**config.mk**
```make
export PLATFORM = sky130hd
export DESIGN_NAME = ascii_to_value
export DESIGN_NICKNAME = d
export VERILOG_FILES = /design/src/rtl/ascii_pkg.sv /design/src/rtl/ascii_hex_nibble.sv /design/src/rtl/ascii_to_value.sv
export SDC_FILE = /design/constraint.sdc
export NUM_CORES = 1
export LEC_CHECK = 0
export BUFFER_PORTS_ARGS = -buffer_cell sky130_fd_sc_hd__buf_2
export CAP_MARGIN = 20
export CORE_AREA = 2 2 84 106
export CTS_BUF_LIST = sky130_fd_sc_hd__clkbuf_16
export DETAILED_ROUTE_END_ITERATION = 8
export DIE_AREA = 0 0 86 108
export RECOVER_POWER = 100
export SYNTH_ARGS = -nofsm -noshare
export SYNTH_HDL_FRONTEND = slang
export SYNTH_HIERARCHICAL = 1
export SYNTH_SLANG_ARGS = --single-unit
```
**constraint.sdc**
```tcl
create_clock -name clk -period 5.7 [get_ports clk]
set_input_delay 0.855 -clock clk [delete_from_list [all_inputs] [get_ports clk]]
set_output_delay 0.855 -clock clk [all_outputs]
set_load 0.01 [all_outputs]
```
**src/rtl/ascii_pkg.sv**
```systemverilog
// Shared ASCII character constants, parser state and character-class types
// used by the hex parser, the command decoder and the hex display formatter.
package ascii_pkg;

    localparam logic [7:0] ASCII_LF  = 8'h0A;
    localparam logic [7:0] ASCII_CR  = 8'h0D;
    localparam logic [7:0] ASCII_ESC = 8'h1B;
    localparam logic [7:0] ASCII_SP  = 8'h20;

    localparam logic [7:0] ASCII_0   = 8'h30;
    localparam logic [7:0] ASCII_9   = 8'h39;
    localparam logic [7:0] ASCII_UA  = 8'h41;
    localparam logic [7:0] ASCII_UF  = 8'h46;
    localparam logic [7:0] ASCII_LA  = 8'h61;
    localparam logic [7:0] ASCII_LF_HEX = 8'h66;

    typedef enum logic [1:0] {
        IDLE,
        ACCUM,
        DISCARD
    } parse_state_t;

    typedef enum logic [2:0] {
        CC_DIGIT,
        CC_TERM,
        CC_SPACE,
        CC_ESC,
        CC_INVALID
    } char_class_t;

endpackage

```
**src/rtl/ascii_hex_nibble.sv**
```systemverilog
// Combinational classifier: maps one ASCII code to its character class and,
// for hex digits, the 4-bit nibble value.
module ascii_hex_nibble
    import ascii_pkg::*;
(
    input  logic [7:0]  rx_data,
    output char_class_t char_class,
    output logic [3:0]  nibble
);

    always_comb begin
        char_class = CC_INVALID;
        nibble     = 4'h0;
        if (rx_data >= ASCII_0 && rx_data <= ASCII_9) begin
            char_class = CC_DIGIT;
            nibble     = rx_data[3:0];
        end else if ((rx_data >= ASCII_UA && rx_data <= ASCII_UF) ||
                     (rx_data >= ASCII_LA && rx_data <= ASCII_LF_HEX)) begin
            // Letters A-F / a-f have low nibbles 1..6, so +9 yields 10..15
            char_class = CC_DIGIT;
            nibble     = rx_data[3:0] + 4'd9;
        end else if (rx_data == ASCII_CR || rx_data == ASCII_LF) begin
            char_class = CC_TERM;
        end else if (rx_data == ASCII_SP) begin
            char_class = CC_SPACE;
        end else if (rx_data == ASCII_ESC) begin
            char_class = CC_ESC;
        end
    end

endmodule

```
**src/rtl/ascii_to_value.sv**
```systemverilog
// Accumulates a line of ASCII hex digits into a 32-bit value; pulses
// value_valid on a good entry and value_error on a malformed/over-long one.
module ascii_to_value
    import ascii_pkg::*;
#(
    parameter int MAX_DIGITS = 8
) (
    input  logic        clk,
    input  logic        reset_n,
    input  logic [7:0]  rx_data,
    input  logic        rx_valid,
    output logic [31:0] value_out,
    output logic        value_valid,
    output logic        value_error,
    output logic [3:0]  digit_count
);

    localparam logic [3:0] MAX_CNT = 4'(MAX_DIGITS);

    char_class_t  w_class;
    logic [3:0]   w_nibble;

    parse_state_t r_state, w_state_next;
    logic [31:0]  r_acc, w_acc_next;
    logic [3:0]   r_count, w_count_next;
    logic [31:0]  r_value, w_value_next;
    logic         r_valid, w_valid_next;
    logic         r_error, w_error_next;

    ascii_hex_nibble u_nibble (
        .rx_data    (rx_data),
        .char_class (w_class),
        .nibble     (w_nibble)
    );

    always_ff @(posedge clk) begin
        if (!reset_n) begin
            r_state <= IDLE;
            r_acc   <= 32'h0;
            r_count <= 4'h0;
            r_value <= 32'h0;
            r_valid <= 1'b0;
            r_error <= 1'b0;
        end else begin
            r_state <= w_state_next;
            r_acc   <= w_acc_next;
            r_count <= w_count_next;
            r_value <= w_value_next;
            r_valid <= w_valid_next;
            r_error <= w_error_next;
        end
    end

    always_comb begin
        w_state_next = r_state;
        w_acc_next   = r_acc;
        w_count_next = r_count;
        w_value_next = r_value;
        w_valid_next = 1'b0;
        w_error_next = 1'b0;
        if (rx_valid) begin
            unique case (r_state)
                IDLE: begin
                    if (w_class == CC_DIGIT) begin
                        w_acc_next   = {28'h0, w_nibble};
                        w_count_next = 4'd1;
                        w_state_next = ACCUM;
                    end else if (w_class == CC_INVALID) begin
                        w_state_next = DISCARD;
                    end
                end
                ACCUM: begin
                    unique case (w_class)
                        CC_DIGIT: begin
                            // The digit limit keeps bits above 4*MAX_DIGITS at zero
                            if (r_count < MAX_CNT) begin
                                w_acc_next   = {r_acc[27:0], w_nibble};
                                w_count_next = r_count + 4'd1;
                            end else begin
                                w_state_next = DISCARD;
                            end
                        end
                        CC_TERM: begin
                            w_value_next = r_acc;
                            w_valid_next = 1'b1;
                            w_acc_next   = 32'h0;
                            w_count_next = 4'h0;
                            w_state_next = IDLE;
                        end
                        CC_ESC: begin
                            w_acc_next   = 32'h0;
                            w_count_next = 4'h0;
                            w_state_next = IDLE;
                        end
                        default: w_state_next = DISCARD;
                    endcase
                end
                DISCARD: begin
                    if (w_class == CC_TERM || w_class == CC_ESC) begin
                        w_error_next = (w_class == CC_TERM);
                        w_acc_next   = 32'h0;
                        w_count_next = 4'h0;
                        w_state_next = IDLE;
                    end
                end
                default: w_state_next = IDLE;
            endcase
        end
    end

    assign value_out   = r_value;
    assign value_valid = r_valid;
    assign value_error = r_error;
    assign digit_count = r_count;

endmodule

```
# Word level (Yosys, flattened, before mapping)
# Cells that the tools add are included.
[op_classes] eq_ne=15 add_sub_neg=2 n_reduce_logical=15 muxes=24 magnitude_cmp=7
[ops] operator="2-to-1 mux 32 bit" count=3
[ops] operator="one-hot mux 32 bit (3 select lines)" count=1
[ops] operator="one-hot mux 32 bit (2 select lines)" count=1
[ops] operator="2-to-1 mux 4 bit" count=5
[ops] operator="equality test 8 x 4 -> 1 bit, second input constant" count=2
[ops] operator=">= comparator 8 x 7 -> 1 bit, second input constant" count=2
[ops] operator="less-or-equal comparator 8 x 7 -> 1 bit, second input constant" count=2
[ops] operator="2-to-1 mux 3 bit" count=5
[ops] operator="inequality test 3 bit, second input constant" count=4
[ops] operator="one-hot mux 4 bit (3 select lines)" count=1
[ops] operator="equality test 8 x 5 -> 1 bit, second input constant" count=1
[ops] operator="equality test 8 x 6 -> 1 bit, second input constant" count=1
[ops] operator=">= comparator 8 x 6 -> 1 bit, second input constant" count=1
[ops] operator="less-or-equal comparator 8 x 6 -> 1 bit, second input constant" count=1
[ops] operator="2-to-1 mux 2 bit" count=4
[ops] operator="one-hot mux 4 bit (2 select lines)" count=1
[ops] operator="AND reduction 4 bit" count=2
[ops] operator="one-hot mux 2 bit (3 select lines)" count=1
[ops] operator="AND reduction 3 bit" count=2
[ops] operator="AND reduction 6 bit" count=1
[ops] operator="adder 4 x 1 -> 4 bit, second input constant" count=1
[ops] operator="adder 4 bit, second input constant" count=1
[ops] operator="< comparator 4 bit, second input constant" count=1
[ops] operator="inequality test 2 bit, second input constant" count=2
[ops] operator="other kinds (13)" count=17
[totals] output_inout_bits=38 word_cells=69 register_bits=72 input_bits=11

# Depth between registers and ports, before layout
# Gate-level depths: netlist of run 1.
[depth] depth_word=10 ltp_mapped=11 mapped_depth_nobuf=9

# Hierarchy
# Netlist of run 1, hierarchy kept.
[by_module_without_submodules] module="ascii_to_value" seq_area_each_um2=1441.4 n_inst=1 cells_each=351 area_each_um2=2896.5
[by_module_without_submodules] module="ascii_hex_nibble" seq_area_each_um2=0.0 n_inst=1 cells_each=33 area_each_um2=307.8

# Worst setup path before layout of run 1
# No wires, ideal clock.
[synth_timing] path_type="in2reg" from="input rx_data[0]" to="register r_count[3] (netlist: digit_count[3])" required_ns=5.573 setup_ns=0.127 path_buffers=1 setup_slack_ns=2.341 arrival_ns=3.232 path_stages=10 cell_sequence="inv_1 > ha_1 > inv_1 > o311a_1 > nor4_1 > nor3_1 > a311o_2 > buf_2 > a211oi_1 > o32ai_1"
[synth_between] elab_chain_cells=10 word_cells_on_any_way=32 cone_classes="order compare (6); eq/ne (10); mux (7); reduce/logical (9)"
[synth_lines] item="from (decl)" line="ascii_to_value.sv:10" source="input logic [7:0] rx_data,"
[synth_lines] item="parallel branches: the longest is 5 deep, another holds >= comparator 8 x 7 -> 1 bit"
[synth_lines] item="2-to-1 mux 3 bit (*)" line="ascii_hex_nibble.sv:14" source="if (rx_data >= ASCII_0 && rx_data <= ASCII_9) begin"
[synth_lines] item="via w_class[2]" line="ascii_to_value.sv:20" source="char_class_t w_class;"
[synth_lines] item="equality test 3 x 1 -> 1 bit or equality test 3 x 2 -> 1 bit (tied branches)" line="ascii_to_value.sv:73, ascii_to_value.sv:99"
[synth_lines] item="OR reduction 2 bit (no source line) or logical OR 1 bit (tied branches)"
[synth_lines] item="one-hot mux 4 bit (2 select lines), or another cell as far along" line="ascii_to_value.sv:73" source="unique case (w_class)"
[synth_lines] item="one-hot mux 4 bit (3 select lines) or AND reduction 6 bit (tied branches)"
[synth_lines] item="to (signal assigned)" line="ascii_to_value.sv:47" source="r_count <= w_count_next;"
[synth_lines] item="to (decl)" line="ascii_to_value.sv:25" source="logic [3:0] r_count, w_count_next;"
# Mark *: on every way through the listed nets, which the timed path passes.
# A chain may end at the register's enable or synchronous reset.

# Final worst setup path of run 1
[layout_timing] from="input rx_data[0]" to="register r_acc[8]"
[layout_between] elab_chain_cells=10 word_cells_on_any_way=32 cone_classes="order compare (6); eq/ne (10); mux (7); reduce/logical (9)"
[layout_lines] item="parallel branches: the longest is 5 deep, another holds >= comparator 8 x 7 -> 1 bit"
[layout_lines] item="2-to-1 mux 3 bit (*)" line="ascii_hex_nibble.sv:14"
[layout_lines] item="via w_class[2]" line="ascii_to_value.sv:20"
[layout_lines] item="equality test 3 x 1 -> 1 bit or equality test 3 x 2 -> 1 bit (tied branches)" line="ascii_to_value.sv:73, ascii_to_value.sv:99"
[layout_lines] item="OR reduction 2 bit (no source line) or logical OR 1 bit (tied branches)"
[layout_lines] item="one-hot mux 32 bit (2 select lines), or another cell as far along" line="ascii_to_value.sv:73"
[layout_lines] item="one-hot mux 32 bit (3 select lines) or AND reduction 6 bit (tied branches)"
[layout_lines] item="to (signal assigned)" line="ascii_to_value.sv:46" source="r_acc <= w_acc_next;"
[layout_lines] item="to (decl)" line="ascii_to_value.sv:24" source="logic [31:0] r_acc, w_acc_next;"
# Marks and branches as above.

==> impl_metrics.yaml, run 1 <==
outcome:
  outcome: "finished clean"
worst_setup_path:
  path_buf_inv: 4
  crit-reg2reg-launch: "r_state[0]"
  crit_type: "input port to register"
  crit_slowest_cell: "a311oi_2"
  crit_path_end_kind: "register"
  max_stage_delay_ns: 1.10
  cp_max_fo: 19
  cp.required_ns: 5.96
  cp_top_family: "compound AO/OA/AOI/OAI gates"
  worstPathArrival_ns: 4.89
  cp-start-kind: "input port"
  worst-r2r-setup-slack_ns: 2.78
  crit_chain: "clkbuf_1 > inv_1 > ha_1 > inv_1 > o311a_1 > nor4_1 > nor3_1 > a311oi_2 > clkbuf_1 > nand4_1 > a21oi_1"
  r2r_end: "r_acc[8]"
  r2r_cells: 7
timing:
  finalHoldViolCount: 0
  setup_tns_ns: 0
  rsz0062_at_grt: "false"
  maxClockFrequency_ghz: 0.216
  setup_viol: 0
  finalCriticalPeriod_ns: 4.63
  finalClockSkew_ns: 0.00324
  slew_viol_final: 0
  whs_ns: 0.451
  slew_headroom: 0.176
  worst_pin_slew_ns: 1.24
  period_share: 0.812
worst_hold_path:
  whs_endpoint: "value_out[20]"
  hp-start: "value_out[20]"
  hold_class: "register to register"
  whs_path_depth: 2
routing:
  wl_met1_um: 3370
  drc_errors: 0
  wire_per_inst_um: 14.0
  avgViaCountPerCell: 5.45
  route.met3.wl_um: 291
  wl_met2_um: 3460
  top_layer: "met4"
  antenna_left: 0
  drtIter0Drc: 232
  finalWirelength_um: 7280
  vias: 2829
  firstDrtPassIters: 4
yosys:
  synth.avg_cell_area_sq_um: 8.34
  ys_async_sr_fraction: 0
  ys_seq_area_frac: 0.450
  synthFlopType: "dfxtp_1"
  ys_ff_latch: 72
  synthesis.nets: 404
  syn-instance-count: 384
  syn_area_sq_mm: 0.00320
  synth_edf_count: 0
  yosysWarnings: 6
  synth.distinct_cells: 49
global_route:
  grt.overflow.total: 0
  grt_max_degree: 43
  grt_pass1_wl_um: 12300
  track_usage: 0.163
  grt_pass1_vias: 2669
  grt_antenna_before_repair: 0
final_layout:
  fillers: 847
  num_antenna_cells: 0
  area_growth_pct: 14.2
  drive_gt1_frac: 0.0758
  layout_common_cells: "dfxtp_1, nand2_1, a21oi_1, clkbuf_1, nand4_1"
  finalNetCount: 437
  layout_commonest_cell: "dfxtp_1"
  fin_cells: 519
floorplanning:
  die-area_sq_mm: 0.00929
  die_h_um: 108
  num_rows: 37
  die-width_um: 86
  core-area_sq_mm: 0.00819
  start_util: 0.391
  ioPinCount: 49
pwr:
  p_leak_nw: 1.17
  p_per_area_mw_per_mm2: 307
  ir_worst_vdd_mv: 0.170
flow_run:
  drv_cap: 0
placement:
  place.port_buffers: 48
  dp_cells: 501
  post-dp-hpwl_um: 4590
  routabilityCongestion: 0.799
clocking:
  root_buffer: "clkbuf_16"
  cts_buffers: 9
  cts_sinks: 72
  postCtsSetupRepairBufs: 0
  clkLatencyLatePin_ns: 0.33
  postCtsHoldBufs: 0
  clock_path_buffers: 2
  path_clk_slew_ns: 0.05
  htree_num_levels: 3
  ctsResizeCount: 0
  cts_tree: "done"
worst reg2reg max path, delay by kind of cell, from the launching register on:
kind,cells,cell delay [ns]
DFF,1,0.34
AOI/OAI and AO/OA,3,1.37
adders and majority gates,1,0.25
buffers and inverters,2,0.71
and+or+nand+nor,1,0.19
cell type report:
type                            instances  area [sq um]  share of cell area
Timing Repair Buffer                   54           225              0.0616
Clock buffer                            9           225              0.0616
Inverter                                8          30.0             0.00821
Multi-Input combinational cell        272          1560               0.426
Clock inverter                          7          55.1              0.0150
Tap cell                               97           121              0.0332
Sequential cell                        72          1440               0.394
routing by layer:
metal / vias up / track usage
met5: - / 0
met4: 0 / 0.0850
met3: 10 / 0.0237
met2: 57 / 0.269
met1: 1312 / 0.205
li1: 1450 / -
through the flow:
| stage | power [mW] | util | area, sq um | setup slack (ns) |
|---|---|---|---|---|
| after floorplan | 0.587 | - | 3200 | 2.34 |
| after global placement | 0.608 | 0.420 | 3440 | 1.53 |
| after detailed placement | 0.608 | 0.420 | 3440 | 1.42 |
| after CTS | 1.14 | 0.454 | 3720 | 1.74 |
| after global routing | 1.16 | 0.446 | 3660 | 0.701 |
| final | 1.12 | 0.446 | 3660 | 1.07 |
kinds of logic (layout without fill, tap and decap cells):
group,after synthesis,count (layout),share of synthesized area
muxes,3,3,0.0102
buffers and inverters,40,78,0.0594
AOI/OAI and AO/OA,125,125,0.235
DFF,72,72,0.450
and+or+nand+nor,135,135,0.210
adders and majority gates,9,9,0.0351
where the power goes:
group	switching, mW	leakage (nW)	internal [mW]
Clock	0.197	0.147	0.330
Combinational	0.0661	0.447	0.0227
Sequential	0.00161	0.580	0.505
Total	0.265	1.17	0.859
cell usage after synthesis, types with 2 or more instances:
cell      number  area (sq um)
nand4_1       33           206
a22o_1         2          17.5
clkbuf_1      19          71.3
dfxtp_1       72          1440
o21ai_1       29           145
or3_1          3          18.8
and3_1         3          18.8
nand2_1       70           263
nand2b_1       3          18.8
o21ai_0        8          40.0
nand3_1        2          10.0
buf_2          8          40.0
nor4_1         2          12.5
a21oi_1       67           335
ha_1           9           113
nor3_1         4          20.0
inv_1          7          26.3
nor2_1         4          15.0
o21a_1         3          22.5
a211oi_1       2          15.0
buf_6          4          45.0
nor2b_1        3          18.8
state kept, by name (all words and copies together) (netlist names):
register     count
r_acc           32
r_state          2
digit_count      4
value_error      1
value_out       32
value_valid      1
worst max-delay path by stage:
stage	depth (start not counted)	start	end
final	11	rx_data[0]	r_acc[8]
after global routing	11	rx_data[0]	r_acc[8]
after CTS	11	rx_data[0]	r_acc[7]
after detailed placement	11	rx_data[0]	r_acc[7]
after global placement	10	rx_data[0]	value_out[30]
after floorplan	10	rx_data[0]	digit_count[3]
Note: power is estimated with default switching activity, not from simulation.
==> run 2: changes to the inputs <==
clock period = 4.6 ns   (was 5.7 ns; I/O delays follow)
==> run 2 against run 1 <==
Net effect:
- clock power increased by 35%
- non-clock buffer count increased by 5
- core utilization increased by 1.0 points
- routed wire length increased by 4.5%
- worst hold slack about the same
- flip-flop and latch count unchanged
- critical path depth unchanged
- via count increased by 1.7%
- sequential share of layout area decreased by 0.88 points
- critical endpoint is now r_acc[7]
- clock skew increased by 0.00097 ns
- die area unchanged
- cell area increased by 2.3%
==> impl_metrics.yaml, run 2 (same netlist as run 1, synthesis figures left out) <==
pwr:
  switchingPower_uw: 332
  p_per_area_mw_per_mm2: 389
  seqPwrFrac: 0.431
  ir_worst_vdd_mv: 0.208
  power.total_mw: 1.46
  clkPwrFrac: 0.489
  internal-power_mw: 1.12
  p_leak_nw: 1.22
  pwr-share-comb: 0.080
  sw_frac_of_total: 0.228
routing:
  avgViaCountPerCell: 5.50
  antenna_left: 0
  wl_met1_um: 3470
  drtIter0Drc: 231
  route.met3.wl_um: 317
  finalWirelength_um: 7600
  wire_per_inst_um: 14.5
  top_layer: "met4"
  firstDrtPassIters: 4
  vias: 2878
  drc_errors: 0
  wl_met2_um: 3670
clocking:
  cts_buffers: 9
  clkLatencyLatePin_ns: 0.33
  clock_path_buffers: 2
  htree_num_levels: 3
  path_clk_slew_ns: 0.05
  postCtsHoldBufs: 0
  root_buffer: "clkbuf_16"
  postCtsSetupRepairBufs: 0
  cts_sinks: 72
  cts_tree: "done"
  ctsResizeCount: 0
global_route:
  grt_antenna_before_repair: 0
  grt_max_degree: 41
  grt_pass1_wl_um: 12800
  track_usage: 0.173
  grt_pass1_vias: 2734
  grt.overflow.total: 0
final_layout:
  finalInstanceArea_sq_mm: 0.00374
  layout_common_cells: "dfxtp_1, nand2_1, a21oi_1, clkbuf_1, nand4_1"
  fin_cells: 523
  finalNetCount: 442
  layout_commonest_cell: "dfxtp_1"
  fillers: 837
  area_growth_pct: 16.8
  final_core_util: 0.457
  drive_gt1_frac: 0.0962
  num_antenna_cells: 0
floorplanning:
  die-width_um: 86
  num_rows: 37
  core-area_sq_mm: 0.00819
  die-area_sq_mm: 0.00929
  ioPinCount: 49
  start_util: 0.391
  die_h_um: 108
worst_setup_path:
  cp_max_fo: 17
  cp-start-kind: "input port"
  cp.required_ns: 4.86
  crit_path_end_kind: "register"
  crit_type: "input port to register"
  worstPathArrival_ns: 3.81
timing:
  worst_pin_slew_ns: 0.864
  finalClockSkew_ns: 0.00421
  setup_tns_ns: 0
  slew_viol_final: 0
  maxClockFrequency_ghz: 0.281
  finalHoldViolCount: 0
  finalCriticalPeriod_ns: 3.55
  finalWorstSetupSlack_ns: 1.05
  period_share: 0.773
  whs_ns: 0.450
  slew_headroom: 0.418
  rsz0062_at_grt: "false"
  setup_viol: 0
placement:
  dpl_worst_slack_ns: 0.807
  dpl_cell_area_sq_mm: 0.00349
  post-dp-hpwl_um: 5020
  dp_cells: 508
  place.port_buffers: 48
  routabilityCongestion: 0.847
worst_hold_path:
  hold_class: "register to register"
flow_run:
  drv_cap: 0
outcome:
  outcome: "finished clean"
## run 2: critical path: stages
cell      delay [ns]
clkbuf_1        0.13
inv_1           0.15
ha_1            0.25
inv_1           0.06
o311a_1         0.35
nor4_1          0.73
nand2b_1        0.29
and3_1          0.56
buf_4           0.32
nand4_1         0.12
a21oi_1         0.15
## run 2: layer usage
metal  track usage  up-vias
li1              -     1458
met1         0.211     1365
met2         0.283       48
met3        0.0511        7
met4        0.0703        0
met5             0        -
## run 2: power by group through the flow
stage / Sequential, mW / Clock [mW] / Combinational (mW)
detailed placement: 0.642 / 0 / 0.118
global route: 0.628 / 0.752 / 0.127
floorplan: 0.642 / 0 / 0.0860
CTS: 0.628 / 0.728 / 0.118
global placement: 0.642 / 0 / 0.115
finish: 0.628 / 0.713 / 0.116
## run 2: path summary, 6_finish.rpt
| check | start | cells past startpoint | slack (ns) | end |
|---|---|---|---|---|
| worst min register to register | value_out[7] | 2 | 0.45 | value_out[7] |
| worst max-delay path | rx_data[0] | 11 | 1.05 | r_acc[7] |
| worst max register to register | r_state[1] | 6 | 2.37 | r_acc[28] |
| worst min-delay path | value_out[7] | 2 | 0.45 | value_out[7] |
## run 2: cell type report
type | instances | area [sq um] | area share
multi-input cells | 272 | 1580 | 0.421
flip-flops and latches | 72 | 1440 | 0.385
repair buffers | 59 | 270 | 0.0722
clock buffers | 9 | 225 | 0.0602
well taps | 97 | 121 | 0.0324
clock inverters | 6 | 77.6 | 0.0207
inverters | 8 | 30.0 | 0.00802
==> run 3: changes to the inputs <==
ABC_AREA = 1   (was default)
CORE_AREA = 2 2 85 108   (was 2 2 84 106)
DIE_AREA = 0 0 87 110   (was 0 0 86 108)
clock period = 3.2 ns   (was 4.6 ns; I/O delays follow)
==> run 3 against run 2 <==
Net effect:
- sequential share of layout area decreased by 0.76 points
- power grew 46%
- die area rose by 3.0%
- critical endpoint unchanged
- area after synthesis grew 4.4%
- setup slack got worse by 0.44 ns
- global-route usage is 1.8 points lower
- critical path type unchanged
- final cell count grew 19%
==> impl_metrics.yaml, run 3 <==
pwr:
  clkPwrFrac: 0.404
  p_leak_nw: 1.55
  sw_frac_of_total: 0.268
  internal-power_mw: 1.56
  pwr-share-comb: 0.128
  p_per_area_mw_per_mm2: 558
  switchingPower_uw: 572
  seqPwrFrac: 0.468
  power.total_mw: 2.13
  ir_worst_vdd_mv: 0.253
timing:
  maxClockFrequency_ghz: 0.385
  setup_tns_ns: 0
  slew_viol_final: 0
  rsz0062_at_grt: "false"
  finalHoldViolCount: 0
  worst_pin_slew_ns: 0.620
  slew_headroom: 0.587
  setup_viol: 0
  finalClockSkew_ns: 0.00403
  finalCriticalPeriod_ns: 2.60
  period_share: 0.812
placement:
  post-dp-hpwl_um: 4710
  routabilityCongestion: 0.759
  place.port_buffers: 48
clocking:
  postCtsSetupRepairBufs: 0
  ctsResizeCount: 0
  postCtsHoldBufs: 0
  cts_tree: "done"
  clkLatencyLatePin_ns: 0.33
  root_buffer: "clkbuf_16"
  cts_buffers: 9
  clock_path_buffers: 2
  htree_num_levels: 3
  path_clk_slew_ns: 0.05
  cts_sinks: 72
worst_setup_path:
  crit-reg2reg-launch: "r_state[0]"
  crit_path_end_kind: "register"
  crit_type: "input port to register"
  r2r_end: "r_acc[7]"
  cp.required_ns: 3.46
  cp-start-kind: "input port"
  worst-r2r-setup-slack_ns: 1.22
  r2r_cells: 8
  worstPathArrival_ns: 2.86
  cp_max_fo: 28
final_layout:
  area_growth_pct: 14.1
  finalNetCount: 537
  layout_common_cells: "nand2_1, nor2_1, dfxtp_1, inv_1, o21ai_0"
  layout_commonest_cell: "nand2_1"
  drive_gt1_frac: 0.0939
  num_antenna_cells: 0
floorplanning:
  core-area_sq_mm: 0.00851
  num_rows: 38
  ioPinCount: 49
  start_util: 0.393
  die_h_um: 110
  die-width_um: 87
  die-area_sq_mm: 0.00957
worst_hold_path:
  whs_endpoint: "value_error"
  hold_class: "input port to register"
  hp-start: "rx_valid"
  whs_path_depth: 3
yosys:
  ys_seq_area_frac: 0.431
  syn_area_sq_mm: 0.00334
  yosysWarnings: 6
  ys_ff_latch: 72
  yosysTopAreaCellShare: 0.431
  yosysTopAreaCell: "dfxtp_1"
  synth_common_cells: "nand2_1, nor2_1, dfxtp_1"
  synthesis.nets: 497
  synth.most_common_cell: "nand2_1"
  synth_edf_count: 0
  syn-instance-count: 477
  synth.avg_cell_area_sq_um: 7.01
  synthFlopType: "dfxtp_1"
  synth_area_leaders: "dfxtp_1, nand2_1, nor2_1"
  synth.distinct_cells: 33
  ys_async_sr_fraction: 0
outcome:
  outcome: "finished clean"
routing:
  finalWirelength_um: 6890
  antenna_left: 0
  drc_errors: 0
  vias: 2916
  avgViaCountPerCell: 4.69
  firstDrtPassIters: 4
  wire_per_inst_um: 11.1
  drtIter0Drc: 153
global_route:
  grt_pass1_wl_um: 11600
  grt.overflow.total: 0
  grt_max_degree: 72
  track_usage: 0.155
  grt_antenna_before_repair: 0
  grt_pass1_vias: 2769
flow_run:
  drv_cap: 0
[run 3: cell types whose count changed in the layout (fill, tap and decap cells not counted), sizes merged, moves of 3 or more]
cell / change
a21oi: -33
and3: -3
buf: -3
clkinv: +3
inv: +49
nand2: +41
nand2b: -3
nand3: +11
nand4: -31
nor2: +91
nor2b: -3
o21a: -3
o21ai: +10
or3: -3
[run 3: per-layer routing]
| metal | global-route usage | wire length, um |
|---|---|---|
| met1 | 0.166 | 3050 |
| met2 | 0.276 | 3450 |
| met3 | 0.0432 | 247 |
| met4 | 0.0815 | 138 |
| met5 | 0 | 0 |
[run 3: power by group through the flow]
stage | registers [mW] | logic [mW] | clock network [mW]
after CTS | 0.998 | 0.281 | 0.886
after global routing | 1.01 | 0.322 | 0.920
final | 0.997 | 0.273 | 0.860
after global placement | 1.02 | 0.273 | 0
after floorplan | 1.00 | 0.233 | 0
after detailed placement | 1.02 | 0.279 | 0
[run 3: critical path, cell delays in order]
cell and delay, ns:
buf_2 0.12, inv_1 0.11, ha_1 0.20, o21ai_0 0.15
nand2_1 0.09, nand2_1 0.10, nand3_2 0.09, nor2_1 0.05
inv_1 0.10, nand2_1 0.15, a21boi_2 0.17, nand2_1 0.15
nor2_8 0.35, buf_4 0.30, o21ai_0 0.12, nor2_1 0.13
[run 3: through the flow]
stage	setup slack, ns	std cells	utilization	hold slack [ns]	instance area (sq um)
4_1_cts	0.772	622	0.456	0.428	3880
6_report	0.602	622	0.449	0.438	3820
3_5_place_dp	0.451	606	0.426	0.435	3620
3_3_place_gp	0.560	606	0.426	0.430	3620
2_1_floorplan	1.10	477	-	0.449	3340
5_1_grt	0.279	622	0.449	0.433	3820
[run 3: worst max path at each step]
stage / start / to / slack (ns) / cells after the start
6_report: rx_data[1] / r_acc[7] / 0.60 / 16
4_1_cts: rx_data[1] / r_acc[7] / 0.77 / 16
3_5_place_dp: rx_data[1] / r_acc[5] / 0.45 / 17
2_1_floorplan: rx_data[1] / value_out[10] / 1.10 / 14
5_1_grt: rx_data[1] / digit_count[3] / 0.28 / 16
3_3_place_gp: rx_data[1] / digit_count[3] / 0.56 / 16
[run 3: final cells by class]
class,count,area (sq um)
well taps,100,125
clock inverters,7,30.0
inverters,57,214
multi-input cells,323,1530
clock buffers,9,225
repair buffers,54,250
flip-flops and latches,72,1440
fillers,930,4690
[run 3: logic make-up after synthesis]
group                    count (synthesis)  share of synthesized area
AO/OA/AOI/OAI                           84                      0.131
buffers and inverters                   82                      0.108
AND/OR/NAND/NOR                        228                      0.291
adder cells (fa/ha/maj)                  9                     0.0337
XOR/XNOR                                 2                    0.00524
flip-flops                              72                      0.431
